**config.mk**
```make
export PLATFORM = sky130hd
export DESIGN_NAME = given_cache_control
export DESIGN_NICKNAME = d
export VERILOG_FILES = /design/src/rtl/given_cache_control.sv
export SDC_FILE = /design/constraint.sdc
export NUM_CORES = 1
export LEC_CHECK = 0
export ABC_AREA = 1
export ABC_CLOCK_PERIOD_IN_PS = 3300
export CORE_MARGIN = 2
export CORE_UTILIZATION = 37
export CTS_BUF_LIST = sky130_fd_sc_hd__clkbuf_8 sky130_fd_sc_hd__clkbuf_16
export CTS_CLUSTER_SIZE = 14
export DETAILED_ROUTE_END_ITERATION = 12
export HOLD_SLACK_MARGIN = 0.06
export PLACE_DENSITY = 0.72
export SKIP_CTS_REPAIR_TIMING = 1
export SLEW_MARGIN = 5
export SYNTH_ARGS = -nofsm -noshare
export SYNTH_HDL_FRONTEND = slang
export SYNTH_SLANG_ARGS = --single-unit
```
**constraint.sdc**
```tcl
create_clock -name clk -period 3.3 [get_ports clk]
set_input_delay 0.66 -clock clk [delete_from_list [all_inputs] [get_ports clk]]
set_output_delay 0.66 -clock clk [all_outputs]
set_load 0.02 [all_outputs]
```
**src/rtl/given_cache_control.sv**
```systemverilog
// given_cache_control: control FSM for the direct-mapped, 8-set, 256-bit-line
// cache. Sequences the tag/valid/dirty array loads and the data-array write
// mode, runs the CPU and physical-memory handshakes for dirty writeback and
// line fill, and keeps hit/miss/writeback performance counters.
`timescale 1ns/1ps

module given_cache_control #(
  parameter int CNT_W = 32
) (
  input  logic             clk,
  input  logic             rst_n,
  // CPU side
  input  logic             mem_read,
  input  logic             mem_write,
  output logic             mem_resp,
  // cache datapath
  input  logic             hit,
  input  logic             dirty_out,
  output logic             tag_load,
  output logic             valid_load,
  output logic             dirty_load,
  output logic             dirty_in,
  output logic [1:0]       writing,
  // physical memory / arbiter side
  output logic             pmem_read,
  output logic             pmem_write,
  input  logic             pmem_resp,
  // performance counters
  output logic [CNT_W-1:0] hit_count,
  output logic [CNT_W-1:0] miss_count,
  output logic [CNT_W-1:0] wb_count
);

  typedef enum logic [2:0] {
    IDLE,
    COMPARE,
    WRITEBACK,
    FILL,
    RECHECK
  } state_t;

  // Data-array write modes.
  localparam logic [1:0] WR_FILL = 2'b00;  // whole line from pmem_rdata
  localparam logic [1:0] WR_CPU  = 2'b01;  // byte-enabled CPU merge
  localparam logic [1:0] WR_HOLD = 2'b10;  // no data-array write

  state_t state;
  state_t next_state;

  // Request kind captured when leaving IDLE, so a CPU that drops its request
  // early still gets the transaction it started (read or write) completed.
  logic req_write;

  // State register with synchronous active-low reset.
  // NOTE: sequential state uses non-blocking assignments so every flop samples
  // pre-edge values regardless of process evaluation order.
  always_ff @(posedge clk) begin
    if (!rst_n) state <= IDLE;
    else        state <= next_state;
  end

  // Latch request type on acceptance; a simultaneous read+write is a write.
  always_ff @(posedge clk) begin
    if (!rst_n)                                         req_write <= 1'b0;
    else if (state == IDLE && (mem_read || mem_write))  req_write <= mem_write;
  end

  // Performance counters; they wrap naturally at 2^CNT_W.
  always_ff @(posedge clk) begin
    if (!rst_n) begin
      hit_count  <= '0;
      miss_count <= '0;
      wb_count   <= '0;
    end else begin
      if (state == COMPARE && hit)        hit_count  <= hit_count  + CNT_W'(1);
      if (state == COMPARE && !hit)       miss_count <= miss_count + CNT_W'(1);
      if (state == WRITEBACK && pmem_resp) wb_count  <= wb_count   + CNT_W'(1);
    end
  end

  // Next-state decode.
  always_comb begin
    // NOTE: default assignment first so no path through the case leaves
    // next_state unassigned, which would infer a latch.
    next_state = state;
    unique case (state)
      IDLE:      if (mem_read || mem_write) next_state = COMPARE;
      COMPARE:   if (hit)            next_state = IDLE;
                 else if (dirty_out) next_state = WRITEBACK;
                 else                next_state = FILL;
      WRITEBACK: if (pmem_resp) next_state = FILL;
      FILL:      if (pmem_resp) next_state = RECHECK;
      // A miss after a fill means memory answered with the wrong line;
      // refetch rather than hand the CPU stale data.
      RECHECK:   next_state = hit ? IDLE : FILL;
      default:   next_state = IDLE;
    endcase
  end

  // Output decode from state plus datapath/pmem inputs.
  always_comb begin
    mem_resp   = 1'b0;
    tag_load   = 1'b0;
    valid_load = 1'b0;
    dirty_load = 1'b0;
    dirty_in   = 1'b0;
    writing    = WR_HOLD;
    pmem_read  = 1'b0;
    pmem_write = 1'b0;
    unique case (state)
      IDLE: ;
      COMPARE, RECHECK: begin
        if (hit) begin
          mem_resp = 1'b1;
          if (req_write) begin
            writing    = WR_CPU;
            dirty_load = 1'b1;
            dirty_in   = 1'b1;
          end
        end
      end
      WRITEBACK: begin
        // Victim address is presented while dirty_out stays high; clearing
        // dirty on the response flips pmem_address to the request address.
        pmem_write = 1'b1;
        if (pmem_resp) begin
          dirty_load = 1'b1;
          dirty_in   = 1'b0;
        end
      end
      FILL: begin
        // Hold the data array until the line actually arrives.
        pmem_read = 1'b1;
        if (pmem_resp) begin
          writing    = WR_FILL;
          tag_load   = 1'b1;
          valid_load = 1'b1;
          dirty_load = 1'b1;
          dirty_in   = 1'b0;
        end
      end
      default: ;
    endcase
  end

endmodule

```
Yosys cells after proc, flatten, opt, wreduce, memory -nomap -nowiden
Index checks and enable logic that the tools add are counted.
{"block": "totals", "reg_bits": 100, "latch_bits": 0, "mem_bits_rw": 0, "mem_bits_ro": 0, "input_bits": 7, "n_memories": 0}
{"block": "op_classes", "add_sub_neg": 3, "multipliers": 0, "n_div": 0, "n_lt_le_gt_ge": 0, "n_eq_ne": 7, "n_shift": 0, "mux": 21, "bitwise": 0, "reduce_logical": 10}
{"cell": "32-bit by 1-bit adder with 32-bit output, second input constant", "n": 3}
{"cell": "3-bit case mux with 5 select lines", "n": 1}
{"cell": "1-bit two-way mux", "n": 10}
{"cell": "2-bit two-way mux", "n": 5}
{"cell": "3-bit two-way mux", "n": 3}
{"cell": "3-bit by 2-bit == test with 1-bit output, second input constant", "n": 2}
{"cell": "1-bit logical AND", "n": 4}
{"cell": "2-bit != test, second input constant", "n": 2}
{"cell": "2-bit case mux with 2 select lines", "n": 1}
{"cell": "2-bit OR reduction", "n": 2}
{"cell": "3-bit by 1-bit == test with 1-bit output, second input constant", "n": 1}
{"cell": "3-bit == test, second input constant", "n": 1}
{"cell": "3-bit logical NOT", "n": 1}
{"cell": "3-bit AND reduction", "n": 1}
{"cell": "2-bit by 1-bit != test with 1-bit output, second input constant", "n": 1}
{"cell": "1-bit case mux with 2 select lines", "n": 1}
{"cell": "1-bit logical NOT", "n": 1}
{"cell": "1-bit logical OR", "n": 1}

Longest topological paths before layout
{"block": "logic_depth", "word_depth": 3, "depth_mapped": 10}

Worst setup path before layout
No wires, ideal clock.
{"block": "synth_path", "path_type": "flip-flop to output port", "start": "reg state[2]", "end": "out writing[1]", "arrival_time_ns": 1.426, "path_slack_ns": 1.214, "stages_incl_launch_ff": 7, "path_buffers": 0, "cell_sequence": "dfxtp_1 -> inv_4 -> nand3_4 -> inv_2 -> a21oi_1 -> nor2_1 -> nor2_1"}
{"block": "synth_between", "elab_chain_len": 3}
{"item": "from (decl)", "line": "47", "text": "state_t state;"}
{"item": "from (signal assigned)", "line": "59", "text": "else state <= next_state;"}
{"item": "3-bit by 1-bit == test with 1-bit output or 3-bit == test (tied branches)", "line": "110", "text": "unique case (state)"}
{"item": "2-bit OR reduction", "line": "110"}
{"item": "2-bit case mux with 2 select lines (*)", "line": "110"}
{"item": "to (decl)", "line": "23", "text": "output logic [1:0] writing,"}
Mark *: on every way between the ends. The rest lies on a longest branch, timed or not.

Worst setup path in the final report
Same ends and word-level chain as after synthesis.

==> impl_metrics.env <==
export IMPL_wl_per_cell_um=12.71
export IMPL_wl_met3_um=858
export IMPL_io_pins=112
export IMPL_grt_pass1_vias=5240
export IMPL_syn_area_per_cell_um2=6.274
export IMPL_die_w_um=127.3
export IMPL_rsz0062_at_grt="no"
export IMPL_synthAdderAreaFrac_pct=0.6670
export IMPL_synth_cells=897
export IMPL_synth_area_top_cells="dfxtp_1, nand2_1, nor2_1"
export IMPL_clock_skew_ps=8.786
export IMPL_dpl_hpwl_um=11370
export IMPL_fin_tns_setup_ps=0
export IMPL_synth_compound_area_share_pct=7.870
export IMPL_wl_met1_um=7107
export IMPL_total_power_mw=2.472
export IMPL_clock_path_buffers=2
export IMPL_layout_nets=1019
export IMPL_pwr_density_cell_mw_per_mm2=342.4
export IMPL_drt_iter0_drc=485
export IMPL_yosys_area_top_type="dfxtp_1"
export IMPL_hold_ws_ps=490.6
export IMPL_timing_worst_setup_path_type="reg2out"
export IMPL_crit_path_max_incr_delay_ps=600
export IMPL_drtAntennaViolNets=0
export IMPL_min_delay_start="hit_count[5]"
export IMPL_die_y_um=127.3
export IMPL_critPathSlowestCell="clkdlybuf4s50_1"
export IMPL_post_route_period_util_pct=90.57
export IMPL_cts_sinks=100
export IMPL_viasPerCell=4.916
export IMPL_grt_max_degree=62
export IMPL_fmax_mhz=334.6
export IMPL_grt_use_total_pct=19.07
export IMPL_r2r_end="hit_count[30]"
export IMPL_slew_headroom_pct=54.13
export IMPL_crit_arrival_ps=2330
export IMPL_num_rows=45
export IMPL_clk_pin_slew_worst_paths_ps=70
export IMPL_synthMuxAreaShare_pct=0
export IMPL_syn_area_mm2=0.005628
export IMPL_rrSetupSlack_ps=1410
export IMPL_core_mm2=0.01503
export IMPL_highest_layer="met4"
export IMPL_grt_remaining_overflow=0
export IMPL_synth_simple_area_share_pct=43.82
export IMPL_cts_root_buf="clkbuf_16"
export IMPL_antenna_found_initial=1
export IMPL_worst_pin_slew_ps=687.2
export IMPL_start_kind="register"
export IMPL_wl_met2_um=7020
export IMPL_grt_first_pass_wirelength_um=25250
export IMPL_maxSlewViolCount=0
export IMPL_fillers=1526
export IMPL_critPathMaxFanout=7
export IMPL_whs_endpoint="hit_count[5]"
export IMPL_routed_wirelength_um=15290
export IMPL_outcome="finished clean"
export IMPL_irDropWorstVdd_mv=0.2498
export IMPL_hold_viol=0
export IMPL_gp_congestion=0.8753
export IMPL_drv_cap=0
export IMPL_cp_end_kind="primary output"
export IMPL_synth_top_area_share_pct=35.57
export IMPL_cts_inserted_buffers=9
export IMPL_leakage_nw=2.674
export IMPL_ys_seq_area_share_pct=35.57
export IMPL_crit_path_frequent_cell="nor2_1"
export IMPL_htreeDepth=3
export IMPL_syn_num_nets=907
export IMPL_synthDistinctLibCells=35
export IMPL_layout_drive_gt1_share_pct=5.030
export IMPL_fin_crit_ps=2989
export IMPL_worstRegToRegCells=8
export IMPL_vias=5914
export IMPL_die_area_mm2=0.01621
export IMPL_portBuffers=111
export IMPL_hold_depth=2
export IMPL_cp_cell_sequence="inv_4, nand3_4, inv_2, a21oi_1, nor2_1, nor2_1, clkdlybuf4s50_1"
export IMPL_r2r_start="hit_count[1]"
export IMPL_ys_ff_latch=100
export IMPL_drc=0
export IMPL_dr_pass1_iters=5
export IMPL_multi_input_area_mm2=0.003052
export IMPL_cts_tree="done"
export IMPL_synth_xor_area_share_pct=1.867
export IMPL_clk_latency_ps=360
export IMPL_ys_warn_count=0
export IMPL_start_util_pct=37.44
export IMPL_hp_class="reg2reg"
export IMPL_seq_area_mm2=0.002002
export IMPL_synth_top_family_by_area="simple AND/OR/NAND/NOR gates"
export IMPL_setup_viol=0
export IMPL_area_growth_synth_to_final_pct=28.26
export IMPL_worstPathRequired_ps=2640
report_power, final:
group          switching [mW]  total, mW  internal (mW)
sequential             0.0170       1.23           1.22
clock                   0.483       1.05          0.572
combinational           0.120      0.182         0.0625
placed cells by master (no fill, tap or decap):
| cell type | count |
|---|---|
| a211oi_1 | 2 |
| and2_1 | 2 |
| nor2_1 | 180 |
| nand2_4 | 2 |
| nor3_1 | 24 |
| nor3_2 | 1 |
| o21ai_0 | 39 |
| buf_2 | 1 |
| nor2_8 | 1 |
| xor2_1 | 6 |
| nand3_4 | 4 |
| inv_6 | 1 |
| nor2_2 | 7 |
| nand3_1 | 70 |
| nand3b_1 | 1 |
| nand4_1 | 25 |
| clkbuf_16 | 9 |
| clkinv_2 | 2 |
| a21oi_1 | 39 |
| o21a_1 | 1 |
| inv_2 | 3 |
| diode_2 | 1 |
| buf_4 | 5 |
| inv_1 | 128 |
| nor3b_1 | 2 |
| ha_1 | 3 |
| and3_1 | 2 |
| xnor2_1 | 6 |
| clkbuf_8 | 3 |
| dfxtp_1 | 100 |
| nor2_4 | 8 |
| o21bai_1 | 4 |
| nand4_4 | 1 |
| nand2_1 | 219 |
| inv_4 | 1 |
| clkdlybuf4s50_1 | 110 |
| nand3_2 | 1 |
| nand2_2 | 1 |
layout make-up:
type | instances | area share (%)
multi-input combinational | 651 | 42.28
sequential | 100 | 27.73
timing repair buffer | 116 | 15.84
inverter | 131 | 6.847
clock buffer | 12 | 3.692
tap | 188 | 3.259
clock inverter | 4 | 0.3120
antenna | 1 | 0.03467
how the worst max path moves through the flow:
| stage | startpoint | endpoint | slack [ps] | cells after the start |
|---|---|---|---|---|
| finish | state[2] | writing[1] | 310 | 7 |
| detailed placement | pmem_resp | tag_load | 400 | 4 |
| global route | state[2] | writing[1] | 180 | 7 |
| floorplan | state[2] | writing[1] | 1210 | 6 |
| CTS | state[2] | writing[1] | 300 | 7 |
| global placement | pmem_resp | tag_load | 480 | 4 |
synth_stat cells:
cell      instances
buf_2             1
xor2_1            6
nor3_2            1
nor2_4            8
and2_1            2
inv_1           127
nor3b_1           2
nand2_1         219
and3_1            2
nor2_2            7
inv_2             3
nand4_1          25
dfxtp_1         100
buf_6             2
buf_1             1
nand3_4           4
nand3_2           1
nand3_1          70
nor2_8            1
o21bai_1          4
a21oi_1          39
clkbuf_1          9
inv_4             1
nand2_4           2
xnor2_1           6
o21ai_0          39
ha_1              3
nand2_2           1
buf_4             2
nor2_1          180
nand3b_1          1
nor3_1           24
nand4_4           1
a211oi_1          2
o21a_1            1
cells by family after synthesis:
| group | count (synthesis) |
|---|---|
| DFF | 100 |
| buffers and inverters | 146 |
| AOI/OAI and AO/OA | 85 |
| xor gates and xnor gates | 12 |
| and+or+nand+nor | 551 |
| adders and majority gates | 3 |
metrics by stage:
step	std cells	setup WS, ps	utilization (%)	area (um^2)
after CTS	1202	300.8	48.00	7216
after global routing	1202	181.0	48.00	7216
after global placement	1186	476.3	46.08	6927
final	1203	311.1	48.02	7218
after detailed placement	1186	398.1	46.08	6927
after floorplan	897	1214	-	5628
state kept, by name, summed over array words and instances (netlist names):
register and flops:
hit_count 32, wb_count 32, state 3, req_write 1
miss_count 32
worst max-delay path, delay by kind of cell, from the launching register on:
| kind | cells | cell delay [ps] |
|---|---|---|
| buffers and inverters | 3 | 770 |
| and+or+nand+nor | 3 | 320 |
| DFF | 1 | 530 |
| AOI/OAI and AO/OA | 1 | 360 |
metal layers:
| metal | global-route usage (%) | vias to the layer above |
|---|---|---|
| met1 | 25.88 | 2643 |
| met5 | 0 | - |
| met3 | 3.643 | 19 |
| li1 | - | 3068 |
| met2 | 30.07 | 184 |
| met4 | 7.369 | 0 |
(Power assumes the default switching activity.)
==> variant 1 (config.mk and constraints unchanged) <==
Put one more register stage on the output `wb_count`, with the module's reset. The value now appears one clock later. The other outputs are not delayed to match.
--- a/src/rtl/given_cache_control.sv
+++ b/src/rtl/given_cache_control.sv
@@ -45,4 +45,6 @@
   localparam logic [1:0] WR_HOLD = 2'b10;  // no data-array write
 
+  logic [CNT_W-1:0] wb_count_s0;
+
   state_t state;
   state_t next_state;
@@ -71,9 +73,9 @@
       hit_count  <= '0;
       miss_count <= '0;
-      wb_count   <= '0;
+      wb_count_s0 <= '0;
     end else begin
       if (state == COMPARE && hit)        hit_count  <= hit_count  + CNT_W'(1);
       if (state == COMPARE && !hit)       miss_count <= miss_count + CNT_W'(1);
-      if (state == WRITEBACK && pmem_resp) wb_count  <= wb_count   + CNT_W'(1);
+      if (state == WRITEBACK && pmem_resp) wb_count_s0 <= wb_count_s0 + CNT_W'(1);
     end
   end
@@ -144,4 +146,12 @@
   end
 
+  always_ff @(posedge clk) begin
+    if (!rst_n) begin
+      wb_count <= '0;
+    end else begin
+      wb_count <= wb_count_s0;
+    end
+  end
+
 endmodule
 
Formal check against the unedited RTL: not equivalent (a bounded check fails within 4 cycles, from zero or initial values and one cycle with rst_n low).
==> variant 1 against the original RTL <==
- clock skew rose by 1.0 ps
- highest routed layer unchanged
- power rose by 48%
- via count is 6.4% higher
- synthesized area grew 14%
- sequential power grew 33%
- sequential cell count rose by 32
- wire length up 3.5%
- design area is 16% higher
- worst setup slack gained 38 ps
==> variant 1: results (changes against the original RTL) <==
Outcome
  • Status: finished clean

Placement
  • Placer Congestion: 0.845 (-3.5%)
  • Port buffer count: 111 (unchanged)
  • Detail Placement HPWL: 11,400 um (+0.59%)

Synth
  • Synth top cells by count: nand2_1 (247), nor2_1 (189), inv_1 (158), dfxtp_1 (132), nand3_1 (73)
  • YS warnings: 0 (unchanged)
  • Synth cell types: 31 (-11%)
  • Sequential fraction of the synthesis area: 0.412 (+0.0561)
  • Synth top area cells: dfxtp_1 (41%), nand2_1 (14%), nor2_1 (11%), inv_1 (9.2%), nand3_1 (5.7%)
  • Fraction of registers with async set/reset: 0 (unchanged)
  • Synth Flop Type: dfxtp_1
  • Post-synth EDFFs: 0 (unchanged)
  • Post-Syn Nets: 1,000 (+10%)

CTS
  • Worst-Skew Late Latency: 420 ps (+60 ps)
  • Clk pin slew, worst setup/hold paths: 60 ps
  • Max clock buf depth: 2 (unchanged)
  • CTS Buf Count: 17 (+8)
  • CTS H-tree lvls: 4 (+1)
  • Clock root buffer: clkbuf_16

Timing
  • Post-Route Skew: 9.80 ps (+1.01 ps)
  • Rel. slew slack: 0.466 (-0.0756)

Global route
  • All-Layer GR Usage: 0.179 (-0.0114)
  • Met1 Track Usage GR: 0.229 (-0.0293)
  • First-pass GRT wire length: 26,600 um (+5.3%)
  • GR Layer Usage met3: 0.0404 (+0.00397)
  • Initial antenna violation count: 0 (-1)
  • Pin count of the biggest net entering global routing: 94 (+52%)
  • Vias in the first global route: 5,645 (+7.7%)
  • GRT met2 Usage: 0.295 (-0.00583)

Cells and area
  • Layout cells sized above 1: 0.0483 (-0.00200)
  • Ant. Diodes: 0 (-1)
  • Nets@finish: 1,116 (+9.5%)

Drt
  • Vias/cell: 4.68 (-4.7%)
  • Total wire length: 15,800 um (+3.5%)
  • DR iter-0 viols: 395 (-19%)
  • DRT Pass-1 Iters: 5 (unchanged)

Setup path
  • Maximum fanout along the worst path: 6 (-1)
  • Arr. time, crit path: 2290 ps (-40 ps)

Power and ir drop
  • Maximum VDD drop: 0.000360 V (+44%)
  • Leak: 3.39 nW (+27%)

Min path
  • Hold Path Class: flip-flop to flip-flop
-- variant 1: changes by cell type in the layout (fill, tap and decap cells not counted), moves of 4 or more --
cell        unedited run  this run
nor2_1               180       189
clkbuf_16              9        17
nand2_1              219       247
clkinvlp_4             0         4
inv_1                128       158
dfxtp_1              100       132
nor2_2                 7         2
buf_4                  5         1
inv_6                  1         5
-- variant 1: cell type report --
| type | count | area [um^2] |
|---|---|---|
| Sequential cell | 132 | 2640 |
| Tap cell | 225 | 282 |
| Inverter | 161 | 604 |
| Timing Repair Buffer | 113 | 1130 |
| Clock buffer | 17 | 425 |
| Clock inverter | 14 | 153 |
| Multi-Input combinational cell | 681 | 3100 |
| Fill cell | 1744 | 8770 |
-- variant 1: power breakdown --
| part | leakage [nW] | internal, mW | switching [mW] |
|---|---|---|---|
| Sequential | 1.06 | 1.61 | 0.0206 |
| Combinational | 2.05 | 0.0600 | 0.112 |
| Clock | 0.273 | 1.12 | 0.749 |
-- variant 1: worst paths after layout --
| check | start | to | slack [ps] | cells after the start |
|---|---|---|---|---|
| max | state[1] | writing[1] | 350 | 7 |
| min | wb_count_s0[31] | wb_count[31] | 440 | 2 |
| max reg2reg | hit_count[1] | hit_count[30] | 1390 | 8 |
| min reg2reg | wb_count_s0[31] | wb_count[31] | 440 | 2 |
-- variant 1: kinds of logic (layout without fill, tap and decap cells) --
logic type | count (synthesis) | after routing | synth area share
adder cells (fa/ha/maj) | 3 | 3 | 0.00585
buffers and inverters | 177 | 305 | 0.105
AO/OA/AOI/OAI | 86 | 86 | 0.0710
flip-flops | 132 | 132 | 0.412
AND/OR/NAND/NOR | 583 | 583 | 0.394
XOR/XNOR | 9 | 9 | 0.0123
-- variant 1: routing by layer --
metal	routed length, um	up-vias
met5	0	-
met4	246	0
met3	732	17
met2	7480	144
met1	7370	2800
li1	-	3329
-- variant 1: through the flow --
stage | instances | utilization | setup slack, ps | hold WS, ps | instance area [um^2]
6_report | 1343 | 0.487 | 349 | 444 | 8340
5_1_grt | 1343 | 0.487 | 205 | 471 | 8340
4_1_cts | 1343 | 0.487 | 315 | 449 | 8340
3_5_place_dp | 1312 | 0.454 | 462 | 446 | 7760
3_3_place_gp | 1312 | 0.454 | 492 | 444 | 7760
2_1_floorplan | 990 | - | 1230 | 420 | 6420
-- variant 1: critical path: stages, from the launching register on --
cell	delay [ps]
dfxtp_1	500
inv_2	90
nand3_4	120
inv_1	100
a21oi_1	250
nor2_1	100
nor2_1	100
clkdlybuf4s50_1	600
==> variant 2 (config.mk and constraints unchanged) <==
Made on the original files. `CNT_W`: 32 -> 64.
--- a/src/rtl/given_cache_control.sv
+++ b/src/rtl/given_cache_control.sv
@@ -6,5 +6,5 @@
 
 module given_cache_control #(
-  parameter int CNT_W = 32
+  parameter int CNT_W = 64
 ) (
   input  logic             clk,
Ports: changed (resized hit_count, miss_count and wb_count); port bits go from 112 to 208. No check against the original RTL was run, so the function may have changed too.
==> variant 2 against the original RTL <==
- sequential power is 94% higher
- wire length is 140% higher
- sequential cell count is 96 higher
- power is 93% higher
- worst setup slack worse by 170 ps
- design area is 100% higher
- synthesized area is 100% higher
- critical path type is now input port to primary output
- critical endpoint is now valid_load
- highest routed layer unchanged
==> variant 2: results (changes against the original RTL) <==
Synth
  • Post-Syn Nets: 1,925 (+110%)
  • Mean Syn Cell Area: 5.92 um^2 (-5.6%)
  • Synth cell types: 36 (+2.9%)
  • Sequential fraction of the synthesis area: 0.346 (-0.00984)

Global route
  • All-Layer GR Usage: 0.230 (+0.0393)
  • Pin count of the biggest net entering global routing: 140 (+130%)
  • Met1 Track Usage GR: 0.316 (+0.0573)
  • GRT met2 Usage: 0.373 (+0.0727)
  • First-pass GRT wire length: 58,800 um (+130%)
  • GR Layer Usage met3: 0.0310 (-0.00547)
  • Initial antenna violation count: 0 (-1)

CTS
  • CTS H-tree lvls: 4 (+1)
  • Worst-Skew Late Latency: 440 ps (+80 ps)

Setup path
  • Reg2Reg Launch Point: miss_count[0]
  • Arr. time, crit path: 2490 ps (+160 ps)
  • Crit. Startpoint: pmem_resp
  • Register-to-register setup slack: 1180 ps (-230 ps)

Drt
  • Vias/cell: 5.12 (+4.2%)
  • DR iter-0 viols: 1,140 (+140%)

Outcome
  • Status: finished clean

Placement
  • Placed cells: 2,498 (+110%)
  • Dpl cell area: 13,900 um^2 (+100%)
  • Worst slack, placed: 135 ps (-263 ps)

Power and ir drop
  • Leak: 4.83 nW (+81%)

Timing
  • Fin Hold WS: 492 ps (+1.81 ps)

Cells and area
  • Largest registers: hit_count: 64 flops, miss_count: 64 flops, wb_count: 64 flops
  • Layout cells sized above 1: 0.0295 (-0.0208)
  • Ant. Diodes: 0 (-1)

Min path
  • Worst hold start: req_write
variant 2: power groups by stage:
stage | Combinational [mW] | Clock (mW) | Sequential, mW
6_report | 0.232 | 2.15 | 2.39
5_1_grt | 0.255 | 2.27 | 2.39
4_1_cts | 0.230 | 2.18 | 2.39
3_5_place_dp | 0.230 | 0 | 2.45
3_3_place_gp | 0.227 | 0 | 2.45
2_1_floorplan | 0.139 | 0 | 2.45
variant 2: cell families (layout without fill, tap and decap cells):
group	count (synthesis)	in the layout	share of synthesized area
adders and majority gates	3	3	0.00331
and+or+nand+nor	1271	1271	0.470
xor gates and xnor gates	24	24	0.0185
DFF	196	196	0.346
AOI/OAI and AO/OA	167	167	0.0767
buffers and inverters	254	472	0.0856
variant 2: final cells by class:
type                    instances  area [um^2]
fillers                      3194        16000
multi-input cells            1465         6450
flip-flops and latches        196         3920
repair buffers                216         2160
inverters                     225          845
well taps                     396          495
clock buffers                  19          453
clock inverters                12          134
